## config.mk

```make
export PLATFORM = sky130hd
export DESIGN_NAME = param_seq_processor
export DESIGN_NICKNAME = d
export VERILOG_FILES = /design/src/rtl/param_seq_processor.sv
export SDC_FILE = /design/constraint.sdc
export NUM_CORES = 1
export LEC_CHECK = 0
export CAP_MARGIN = 20
export CORE_MARGIN = 1
export CORE_UTILIZATION = 60
export DETAILED_ROUTE_END_ITERATION = 6
export PLACE_DENSITY_LB_ADDON = 0.08
export SLEW_MARGIN = 20
export SYNTH_ARGS = -nofsm -noshare
export SYNTH_HDL_FRONTEND = slang
export SYNTH_SLANG_ARGS = --single-unit
```

## constraint.sdc

```tcl
create_clock -name clk -period 7.2 [get_ports clk]
set_input_delay 1.44 -clock clk [delete_from_list [all_inputs] [get_ports clk]]
set_output_delay 1.44 -clock clk [all_outputs]
set_load 0.1 [all_outputs]
```

## src/rtl/param_seq_processor.sv

```systemverilog
// ============================================================================
// Module   : param_seq_processor
// Purpose  : Parametrised multicycle processor core with PC, synchronous imem
//            interface, zero flag and debug register read port.
//            Optional jnz instruction is enabled by defining macro JNZ_EN.
// Revision : 1.0 - initial release
// ============================================================================
`default_nettype none

module param_seq_processor #(
  parameter int DATA_W   = 16,
  parameter int NUM_REGS = 8,
  parameter int IMEM_AW  = 5
) (
  input  logic                        clk,
  input  logic                        reset,
  input  logic                        run,
  input  logic [DATA_W-1:0]           din,
  output logic [IMEM_AW-1:0]          addr,
  output logic                        done,
  input  logic [$clog2(NUM_REGS)-1:0] dbg_sel,
  output logic [DATA_W-1:0]           dbg_data
);

  localparam int RW  = $clog2(NUM_REGS);
  localparam int IRW = 2*RW + 3;

  localparam logic [2:0] c_IDLE  = 3'd0;
  localparam logic [2:0] c_FETCH = 3'd1;
  localparam logic [2:0] c_LOAD  = 3'd2;
  localparam logic [2:0] c_EX1   = 3'd3;
  localparam logic [2:0] c_EX2   = 3'd4;
  localparam logic [2:0] c_EX3   = 3'd5;
  localparam logic [2:0] c_DONE  = 3'd6;

  localparam logic [2:0] c_OP_MV   = 3'b000;
  localparam logic [2:0] c_OP_MVI  = 3'b001;
  localparam logic [2:0] c_OP_ADD  = 3'b010;
  localparam logic [2:0] c_OP_SUB  = 3'b011;
  localparam logic [2:0] c_OP_AND  = 3'b100;
  localparam logic [2:0] c_OP_MVNZ = 3'b101;
  localparam logic [2:0] c_OP_JNZ  = 3'b110;

  logic [2:0]         r_state;
  logic [2:0]         w_next;
  logic [IMEM_AW-1:0] r_pc;
  logic [IRW-1:0]     r_ir;
  logic [DATA_W-1:0]  r_a;
  logic [DATA_W-1:0]  r_g;
  logic               r_z;
  logic [DATA_W-1:0]  r_regs [NUM_REGS];

  logic [2:0]         w_op;
  logic [RW-1:0]      w_rx;
  logic [RW-1:0]      w_ry;
  logic [DATA_W-1:0]  w_rx_val;
  logic [DATA_W-1:0]  w_ry_val;
  logic [DATA_W-1:0]  w_alu;
  logic               w_is_alu;

  logic               w_ir_ld;
  logic               w_pc_inc;
  logic               w_pc_jmp;
  logic               w_a_ld;
  logic               w_g_ld;
  logic               w_reg_we;
  logic [DATA_W-1:0]  w_reg_wd;
  logic               w_done;

  // Only the decoded low bits of the instruction word are kept.
  assign w_op     = r_ir[2*RW+2:2*RW];
  assign w_rx     = r_ir[2*RW-1:RW];
  assign w_ry     = r_ir[RW-1:0];
  assign w_rx_val = r_regs[w_rx];
  assign w_ry_val = r_regs[w_ry];
  assign w_is_alu = (w_op == c_OP_ADD) || (w_op == c_OP_SUB) || (w_op == c_OP_AND);

  assign addr     = r_pc;
  assign done     = w_done;
  assign dbg_data = r_regs[dbg_sel];

  always_comb begin
    w_alu = '0;
    case (w_op)
      c_OP_ADD: w_alu = r_a + w_ry_val;
      c_OP_SUB: w_alu = r_a - w_ry_val;
      c_OP_AND: w_alu = r_a & w_ry_val;
      default:  w_alu = '0;
    endcase
  end

  always_ff @(posedge clk) begin
    if (reset) begin
      r_state <= c_IDLE;
    end else begin
      r_state <= w_next;
    end
  end

  always_comb begin
    w_next = r_state;
    case (r_state)
      c_IDLE:  w_next = run ? c_FETCH : c_IDLE;
      c_FETCH: w_next = c_LOAD;
      c_LOAD:  w_next = c_EX1;
      c_EX1:   w_next = ((w_op == c_OP_MVI) || w_is_alu) ? c_EX2 : c_DONE;
      c_EX2:   w_next = (w_op == c_OP_MVI) ? c_DONE : c_EX3;
      c_EX3:   w_next = c_DONE;
      c_DONE:  w_next = c_IDLE;
      default: w_next = c_IDLE;
    endcase
  end

  always_comb begin
    w_ir_ld  = 1'b0;
    w_pc_inc = 1'b0;
    w_pc_jmp = 1'b0;
    w_a_ld   = 1'b0;
    w_g_ld   = 1'b0;
    w_reg_we = 1'b0;
    w_reg_wd = '0;
    w_done   = 1'b0;
    case (r_state)
      c_LOAD: begin
        w_ir_ld  = 1'b1;
        w_pc_inc = 1'b1;
      end
      c_EX1: begin
        case (w_op)
          c_OP_MV: begin
            w_reg_we = 1'b1;
            w_reg_wd = w_ry_val;
          end
          c_OP_MVNZ: begin
            w_reg_we = ~r_z;
            w_reg_wd = w_ry_val;
          end
          c_OP_ADD, c_OP_SUB, c_OP_AND: w_a_ld = 1'b1;
`ifdef JNZ_EN
          c_OP_JNZ: w_pc_jmp = ~r_z;
`else
          c_OP_JNZ: w_pc_jmp = 1'b0;
`endif
          default: ;
        endcase
      end
      c_EX2: begin
        if (w_op == c_OP_MVI) begin
          // Immediate word was addressed in EX1 and arrives now.
          w_reg_we = 1'b1;
          w_reg_wd = din;
          w_pc_inc = 1'b1;
        end else begin
          w_g_ld = 1'b1;
        end
      end
      c_EX3: begin
        w_reg_we = 1'b1;
        w_reg_wd = r_g;
      end
      c_DONE: w_done = 1'b1;
      default: ;
    endcase
  end

  always_ff @(posedge clk) begin
    if (reset) begin
      r_pc <= '0;
      r_ir <= '0;
      r_a  <= '0;
      r_g  <= '0;
      r_z  <= 1'b1;
      for (int i = 0; i < NUM_REGS; i++) begin
        r_regs[i] <= '0;
      end
    end else begin
      if (w_ir_ld) begin
        r_ir <= din[IRW-1:0];
      end
      if (w_pc_inc) begin
        r_pc <= r_pc + 1'b1;
      end else if (w_pc_jmp) begin
        r_pc <= w_ry_val[IMEM_AW-1:0];
      end
      if (w_a_ld) begin
        r_a <= w_rx_val;
      end
      if (w_g_ld) begin
        r_g <= w_alu;
        r_z <= (w_alu == '0);
      end
      if (w_reg_we) begin
        r_regs[w_rx] <= w_reg_wd;
      end
    end
  end

endmodule

`default_nettype wire

```

---- Yosys cells after proc, flatten, opt, wreduce, memory -nomap -nowiden ----
Memories as Yosys holds them, arrays and structs flattened. A register that Yosys moved wholly into a read port is not among the register bits.
Cells that the tools add are included.
word-level totals
  register bits after elaboration ......... 34
  bits in writable memories ............... 128
  output and inout bits ................... 22
  memories ................................ 1
memory list
  memory  words  width  read ports  clocked after memory_dff  write ports  line  RTL
  r_regs  8      16     3           2                         8            51    logic [DATA_W-1:0] r_regs [NUM_REGS];
cells by class
  add/sub/neg operators ................... 3
  equal/unequal tests ..................... 11
  mux-type cells .......................... 29
  bitwise operators ....................... 2
  reduce and logical (&&, ||, !) cells .... 9
operators by type and width
  operator               number
  $pmux W16 S3           2
  $mux W16               3
  $pmux W3 S6            1
  $add A16 B16 Y16       1
  $and A16 B16 Y16       1
  $logic_not A16 Y1      1
  $reduce_or A16 Y1      1
  $sub A16 B16 Y16       1
  $eq A3 B3 Y1 const B   5
  $mux W1                14
  $eq A3 B2 Y1 const B   4
  $mux W3                3
  $eq A3 B1 Y1 const B   2
  $logic_not A3 Y1       2
  $add A5 B1 Y5 const B  1
  $mux W5                1
  $mux W2                2
  $pmux W1 S2            2
  $logic_or A1 B1 Y1     3
  $pmux W1 S3            1
  $reduce_or A3 Y1       1
  $reduce_or A2 Y1       1
  $not A1 Y1             1

---- Logic depth before layout (Yosys ltp) ----
Gate-level depths: netlist (run 1).
  depth in word-level cells ............... 8
  depth in mapped cells ................... 23

---- Worst setup path after synthesis (run 1) ----
No wires, ideal clock.
  kind .................................... input to output
  start ................................... input dbg_sel[0]
  end ..................................... output dbg_data[0]
  arrival time ............................ 3.242 ns
  required time ........................... 5.760 ns
  setup slack ............................. 2.518 ns
  stages on the path ...................... 4
  path through ............................ clkbuf_1 buf_1 mux4_2 mux2_2
on the way
  cells in the longest elaborated chain, start to end .. 1
RTL lines
  item            line  RTL
  from (decl)     21    input logic [$clog2(NUM_REGS)-1:0] dbg_sel,
  $mem_v2 Z8 W16  n/a
  to (decl)       22    output logic [DATA_W-1:0] dbg_data
Every way passes these cells.

---- Final worst setup path (run 1) ----
  start ................................... input dbg_sel[1]
  end ..................................... output dbg_data[4]
The elaborated chain is that of the path after synthesis.

==> results of run 1 <==
==> worst min path at each step <==
stage	depth (start not counted)	startpoint	endpoint	slack, ps
after floorplan	2	r_g[14]$_SDFFE_PP0P_	r_g[14]$_SDFFE_PP0P_	430
after global placement	2	r_g[14]$_SDFFE_PP0P_	r_g[14]$_SDFFE_PP0P_	440
after detailed placement	2	r_g[6]$_SDFFE_PP0P_	r_g[6]$_SDFFE_PP0P_	450
after CTS	2	r_g[6]$_SDFFE_PP0P_	r_g[6]$_SDFFE_PP0P_	470
after global routing	2	r_g[14]$_SDFFE_PP0P_	r_g[14]$_SDFFE_PP0P_	490
final	2	r_g[14]$_SDFFE_PP0P_	r_g[14]$_SDFFE_PP0P_	460
==> sequential cells by signal (all words and copies together) (netlist names), named ones only <==
name,cells
r_g,16
r_z,1
r_a,16
r_ir,9
r_state,3
r_regs,128
addr,5
==> layer usage <==
| metal | global-route usage, % | share of wire, % |
|---|---|---|
| met5 | 0 | 0 |
| met1 | 46.8 | 37 |
| met3 | 8.34 | 10 |
| met4 | 15.5 | 3.3 |
| met2 | 58.8 | 49 |
==> synthesized netlist by cell type, drive strengths merged, types with 18 or more instances <==
cell type	number	area (µm²)
a211oi	26	195
a21oi	22	110
clkbuf	49	184
dfxtp	53	1060
edfxtp	128	3840
ha	18	225
mux2	28	315
mux2i	46	460
mux4	87	1960
nand2	30	113
nand3	20	100
nor2	195	732
xnor2	18	158
==> worst register-to-register path, stage by stage, from the launching register on <==
cell and delay, ps:
dfxtp_2 950, mux4_2 440, mux2_2 370, a41oi_1 300
and2_1 200, a21oi_1 80, xnor2_1 160, ha_1 380
and3_1 210, a221oi_1 660, xor2_1 180, o21ai_0 110
nor4b_1 420, nand4_1 220, nor4_1 230, nand4_1 160
o31ai_2 200
==> area by class of cell <==
type / instances / area share (%)
Tap cell: 225 / 2.35
Timing Repair Buffer: 85 / 5.73
Clock buffer: 18 / 3.59
Clock inverter: 13 / 1.07
Inverter: 9 / 0.283
Sequential cell: 181 / 41.0
Multi-Input combinational cell: 638 / 45.9
==> metrics by stage <==
| step | setup slack (ps) | area [µm²] | hold slack (ps) |
|---|---|---|---|
| after floorplan | 2520 | 10700 | 432 |
| after global placement | 1700 | 11400 | 442 |
| after detailed placement | 1640 | 11400 | 455 |
| after CTS | 1630 | 11900 | 465 |
| after global routing | 1330 | 12000 | 487 |
| final | 1550 | 12000 | 463 |
==> logic make-up (layout without fill, tap and decap cells) <==
kind of cell	Yosys count	after routing
and+or+nand+nor	303	303
DFF	181	181
muxes	161	161
AOI/OAI and AO/OA	121	121
buffers and inverters	73	125
xor gates and xnor gates	34	34
adders and majority gates	19	19
==> power by group <==
group	switching (mW)	internal (mW)	leakage [nW]
Sequential	0.0365	1.15	1.75
Clock	0.455	0.460	0.273
Combinational	0.307	0.196	1.92
==> results.tsv, run 1 <==
stage	metric	value	unit
logic_synthesis	syn_area_per_cell	12.0	µm²
route	WL/cell	27.0	µm
place	Port Buf Inserts	43	
clock_network	TritonCTS Buffers	17	
clock_network	worst skew pair latency	450	ps
setup_path	CP Cell Sequence	clkdlybuf4s50_1 > mux4_2 > mux2_2 > clkdlybuf4s50_1	
power	overall power	2.60	mW
setup_path	Top delay family on crit path	buffers and inverters	
route	Vias	8126	
logic_synthesis	register area share after synthesis	46.0	%
sta	final slew viol count	0	
logic_synthesis	Post-Syn Instances	892	
route	DRT antenna net count	0	
sta	TNS Setup	0	ps
setup_path	Startpoint Class	input pin	
floorplan	# IOs	44	
setup_path	Crit-path slowest cell	clkdlybuf4s50_1	
worst_hold_path	min-delay worst type	reg2reg	
floorplan	Die X	135	µm
sta	part of the cycle the worst path needs	78.4	%
logic_synthesis	Post-synth ARST share	0	%
setup_path	Max FO, Critical Path	12	
cells_and_area	most common cell after layout, fill and taps aside	nor2_1	
logic_synthesis	Synth Cell Area	10700	µm²
global_routing	initial antenna violation count	0	
place	Final Wtd Congestion	0.953	
setup_path	Reg2Reg Depth	16	
logic_synthesis	mux cell area share after synthesis	25.6	%
sta	Final Hold Vio Count	0	
cells_and_area	Multi-input gate area	5490	µm²
power	Cell Pwr Density	218	nW/µm²
floorplan	FP Rows	48	
global_routing	vias in the first global route	8181	
clock_network	hold_buf cts	0	
route	DR DRC count	0	
logic_synthesis	simple-gate share of the synthesized area	12.2	%
setup_path	most used cell, CP	clkdlybuf4s50_1	
logic_synthesis	number of synthesized flops with an enable pin	128	
setup_path	number of cells on the critical path	4	
cells_and_area	Filler cells	1257	
clock_network	CTS Root Cell	clkbuf_16	
cells_and_area	final core utilization	68.9	%
logic_synthesis	Synth Register Bits	181	
cells_and_area	most frequent cells in the layout	194 x nor2_1, 128 x edfxtp_1, 87 x mux4_2	
setup_path	Crit. End Element	output pin	
floorplan	height of the die	135	µm
cells_and_area	synthesis-to-layout area growth	12.1	%
sta	unrepaired setup endpoints after global routing	no	
cells_and_area	ant diodes	0	
sta	slew at the pin with the worst max-slew slack	1220	ps
floorplan	Die ar.	18300	µm²
cells_and_area	fraction of layout cells with a size suffix above 1	22.6	%
logic_synthesis	yosys warns	0	
global_routing	Overall Global Routing Usage	36.2	%
logic_synthesis	XOR/XNOR Fraction of Synth Area	2.79	%
sta	setup clock skew after layout	17.6	ps
power	Leak	3.95	nW
sta	post-layout min period	5650	ps
clock_network	Post-CTS Setup Inserts	0	
cells_and_area	Post-Layout Cell Count	1169	
clock_network	CTS clk-pin slew, worst paths	70	ps
place	post-placement cell count	1132	
logic_synthesis	largest family of logic cells by synthesized area	multiplexers	
clock_network	clock tree sinks	181	
cells_and_area	Final #Nets	973	
setup_path	Critical Path AT	4210	ps
job	Max-Cap Viols	0	
global_routing	first-pass GRT wire length	47800	µm
setup_path	Critical Path RT	5760	ps
setup_path	r2r setup slk	1880	ps
logic_synthesis	count of different cell masters after synthesis	55	
sta	max_slew headroom	18.7	%
clock_network	htree depth	4	
power	maximum vdd drop	186	µV
clock_network	CTS resizes	0	
global_routing	largest net degree at the start of global routing	59	
setup_path	Worst R2R End	r_z$_SDFFE_PP1P_	
place	detailed placement HPWL	21300	µm
logic_synthesis	Mapped Nets	933	
setup_path	slowest stage delay, CP	1080	ps
route	First DRT Iteration DRCs	1232	
setup_path	CP bufs+invs	2	
setup_path	Worst Setup EP	dbg_data[4]	
route	number of vias per cell	6.95	
cells_and_area	register area	4910	µm²
route	DR pass1 iterations	6	
route	DRT Wirelength	31600	µm
status	outcome	finished clean	
setup_path	Worst Setup SP	dbg_sel[1]	
logic_synthesis	Primary FF master, synth	edfxtp_1	
setup_path	Setup Crit Path Kind	in2out	
global_routing	gr ovfl total	0	
logic_synthesis	post-synthesis compound-gate area fraction	8.32	%
sta	Final Setup Violations	0	
clock_network	clock tree buffer depth	2	
clock_network	CTS tree	built	
floorplan	Starting Density	61.5	%
logic_synthesis	Synth Area in Adders	2.30	%
sta	fmax	0.177	GHz
floorplan	Core Area	17400	µm²
(Power assumes the default switching activity.)
==> run 2, diff against run 1 <==
CORE_UTILIZATION = 56   (was 60)
clock period = 4.9 ns   (was 7.2 ns; I/O delays follow)
==> results.tsv, run 2 (synthesized netlist as in run 1, its figures left out) <==
stage	metric	value	unit
cells_and_area	fraction of layout cells with a size suffix above 1	24.0	%
setup_path	Critical Path RT	5250	ps
floorplan	Die ar.	19600	µm²
route	number of vias per cell	6.88	
floorplan	height of the die	140	µm
clock_network	CTS clk-pin slew, worst paths	70	ps
cells_and_area	most frequent cells in the layout	194 x nor2_1, 128 x edfxtp_1, 87 x mux4_2	
cells_and_area	Final #Nets	983	
setup_path	Setup Crit Path Kind	reg2reg	
cells_and_area	synthesis-to-layout area growth	15.2	%
sta	part of the cycle the worst path needs	92.5	%
global_routing	initial antenna violation count	0	
status	outcome	finished clean	
sta	unrepaired setup endpoints after global routing	no	
power	Logic pwr share	19.9	%
global_routing	largest net degree at the start of global routing	58	
place	Port Buf Inserts	43	
worst_hold_path	min-delay worst type	reg2reg	
global_routing	gr ovfl total	0	
clock_network	TritonCTS Buffers	17	
floorplan	Starting Density	57.0	%
power	P_sw	1.20	mW
clock_network	Post-CTS Setup Inserts	0	
route	WL/cell	27.1	µm
route	DR DRC count	0	
setup_path	Crit. End Element	flip-flop	
global_routing	vias in the first global route	8094	
clock_network	hold_buf cts	0	
floorplan	Core Area	18700	µm²
power	maximum vdd drop	253	µV
power	Flop pwr share	45.0	%
clock_network	clock tree sinks	181	
route	DR pass1 iterations	6	
clock_network	htree depth	4	
sta	setup clock skew after layout	15.6	ps
floorplan	FP Rows	50	
sta	post-layout min period	4530	ps
sta	slew at the pin with the worst max-slew slack	1100	ps
setup_path	Max FO, Critical Path	10	
sta	final slew viol count	0	
floorplan	Die X	140	µm
sta	Final Hold Vio Count	0	
cells_and_area	Finished Cell Area	12300	µm²
cells_and_area	final core utilization	65.7	%
floorplan	# IOs	44	
sta	TNS Setup	0	ps
clock_network	CTS tree	built	
clock_network	CTS Root Cell	clkbuf_16	
setup_path	Critical Path AT	4880	ps
route	Vias	8177	
power	Cell Int Power	2.69	mW
sta	Final Setup Violations	0	
power	Clock Power Share	35.1	%
route	DRT antenna net count	0	
setup_path	r2r setup slk	370	ps
clock_network	clock tree buffer depth	2	
cells_and_area	largest registers	r_regs x128, r_a x16, r_g x16	
place	detailed placement HPWL	22100	µm
place	post-placement cell count	1152	
cells_and_area	most common cell after layout, fill and taps aside	nor2_1	
sta	max_slew headroom	26.5	%
job	Max-Cap Viols	0	
route	DRT Wirelength	32200	µm
place	Post-DP Area	11700	µm²
sta	fmax	0.221	GHz
power	Sw Ratio	30.8	%
cells_and_area	ant diodes	0	
cells_and_area	largest reg by FF count	r_regs	
global_routing	first-pass GRT wire length	48600	µm
route	First DRT Iteration DRCs	946	
cells_and_area	Post-Layout Cell Count	1189	
cells_and_area	max FFs per register	128	
setup_path	Startpoint Class	flip-flop	
power	Cell Pwr Density	317	nW/µm²
place	Final Wtd Congestion	0.927	
global_routing	Overall Global Routing Usage	34.1	%
power	Leak	4.07	nW
clock_network	worst skew pair latency	450	ps
run 2: cell types whose count changed in the layout (fill, tap and decap cells not counted), sizes merged:
cell	delta
buf	+15
clkbuf	-3
clkdlybuf4s50	-3
clkinv	+3
clkinvlp	+1
inv	-2
run 2: cell type report:
cell class | instances | area [µm²]
Timing Repair Buffer | 95 | 968
Clock buffer | 17 | 425
Fill cell | 1406 | 6420
Tap cell | 234 | 293
Inverter | 9 | 33.8
Clock inverter | 15 | 153
Sequential cell | 181 | 4910
Multi-Input combinational cell | 638 | 5500
run 2: stage by stage:
| stage | setup slack, ps | hold slack [ps] | power (mW) |
|---|---|---|---|
| global placement | 438 | 440 | 2.53 |
| finish | 370 | 460 | 3.89 |
| CTS | 327 | 455 | 3.89 |
| floorplan | 326 | 432 | 2.30 |
| global route | 45.2 | 473 | 3.99 |
| detailed placement | 356 | 446 | 2.55 |
run 2: repair_timing:
action | in CTS | in global routing
gates resized for setup | 0 | 1
setup endpoints to repair | 0 | 1
endpoints found under the hold margin | 0 | 0
run 2: power groups by stage:
stage               Clock (mW)  Sequential [mW]  Combinational (mW)
floorplan                    0             1.75               0.548
global placement             0             1.78               0.756
detailed placement           0             1.78               0.765
CTS                       1.37             1.75               0.769
global route              1.42             1.76               0.818
finish                    1.37             1.75               0.776
run 2: critical path: stages (launching register included):
cell and delay [ps]:
dfxtp_2 450, buf_4 280, mux4_2 530, mux2_2 390, a41oi_1 280, nand4_1 290
nand2_1 170, xor2_1 180, ha_1 350, nand2_1 110, a21o_1 110, o2111ai_1 160
a21oi_1 220, xor2_1 150, o21ai_0 130, a211oi_1 300, nand4_1 150, o31ai_2 190
run 2: worst paths after layout:
path | to | start | cells after the start
worst max register to register | r_z$_SDFFE_PP1P_ | flip-flop | 17
worst min register to register | r_g[14]$_SDFFE_PP0P_ | r_g[14]$_SDFFE_PP0P_ | 2
worst max-delay path | r_z$_SDFFE_PP1P_ | flip-flop | 17
worst min-delay path | r_g[14]$_SDFFE_PP0P_ | r_g[14]$_SDFFE_PP0P_ | 2
run 2: per-layer routing:
layer / part of all wire [%] / track usage (%) / vias to the layer above / wire length (µm)
li1: - / - / 3527 / -
met1: 37 / 45.0 / 4023 / 11800
met2: 48 / 54.5 / 545 / 15400
met3: 12 / 8.51 / 82 / 3930
met4: 3.2 / 13.2 / 0 / 1020
met5: 0 / 0 / - / 0
==> run 3, diff against run 2 <==
ABC_CLOCK_PERIOD_IN_PS = 4900   (was default)
==> results of run 3 <==
No change in the layout: final DEF, timing and power equal those of run 2.
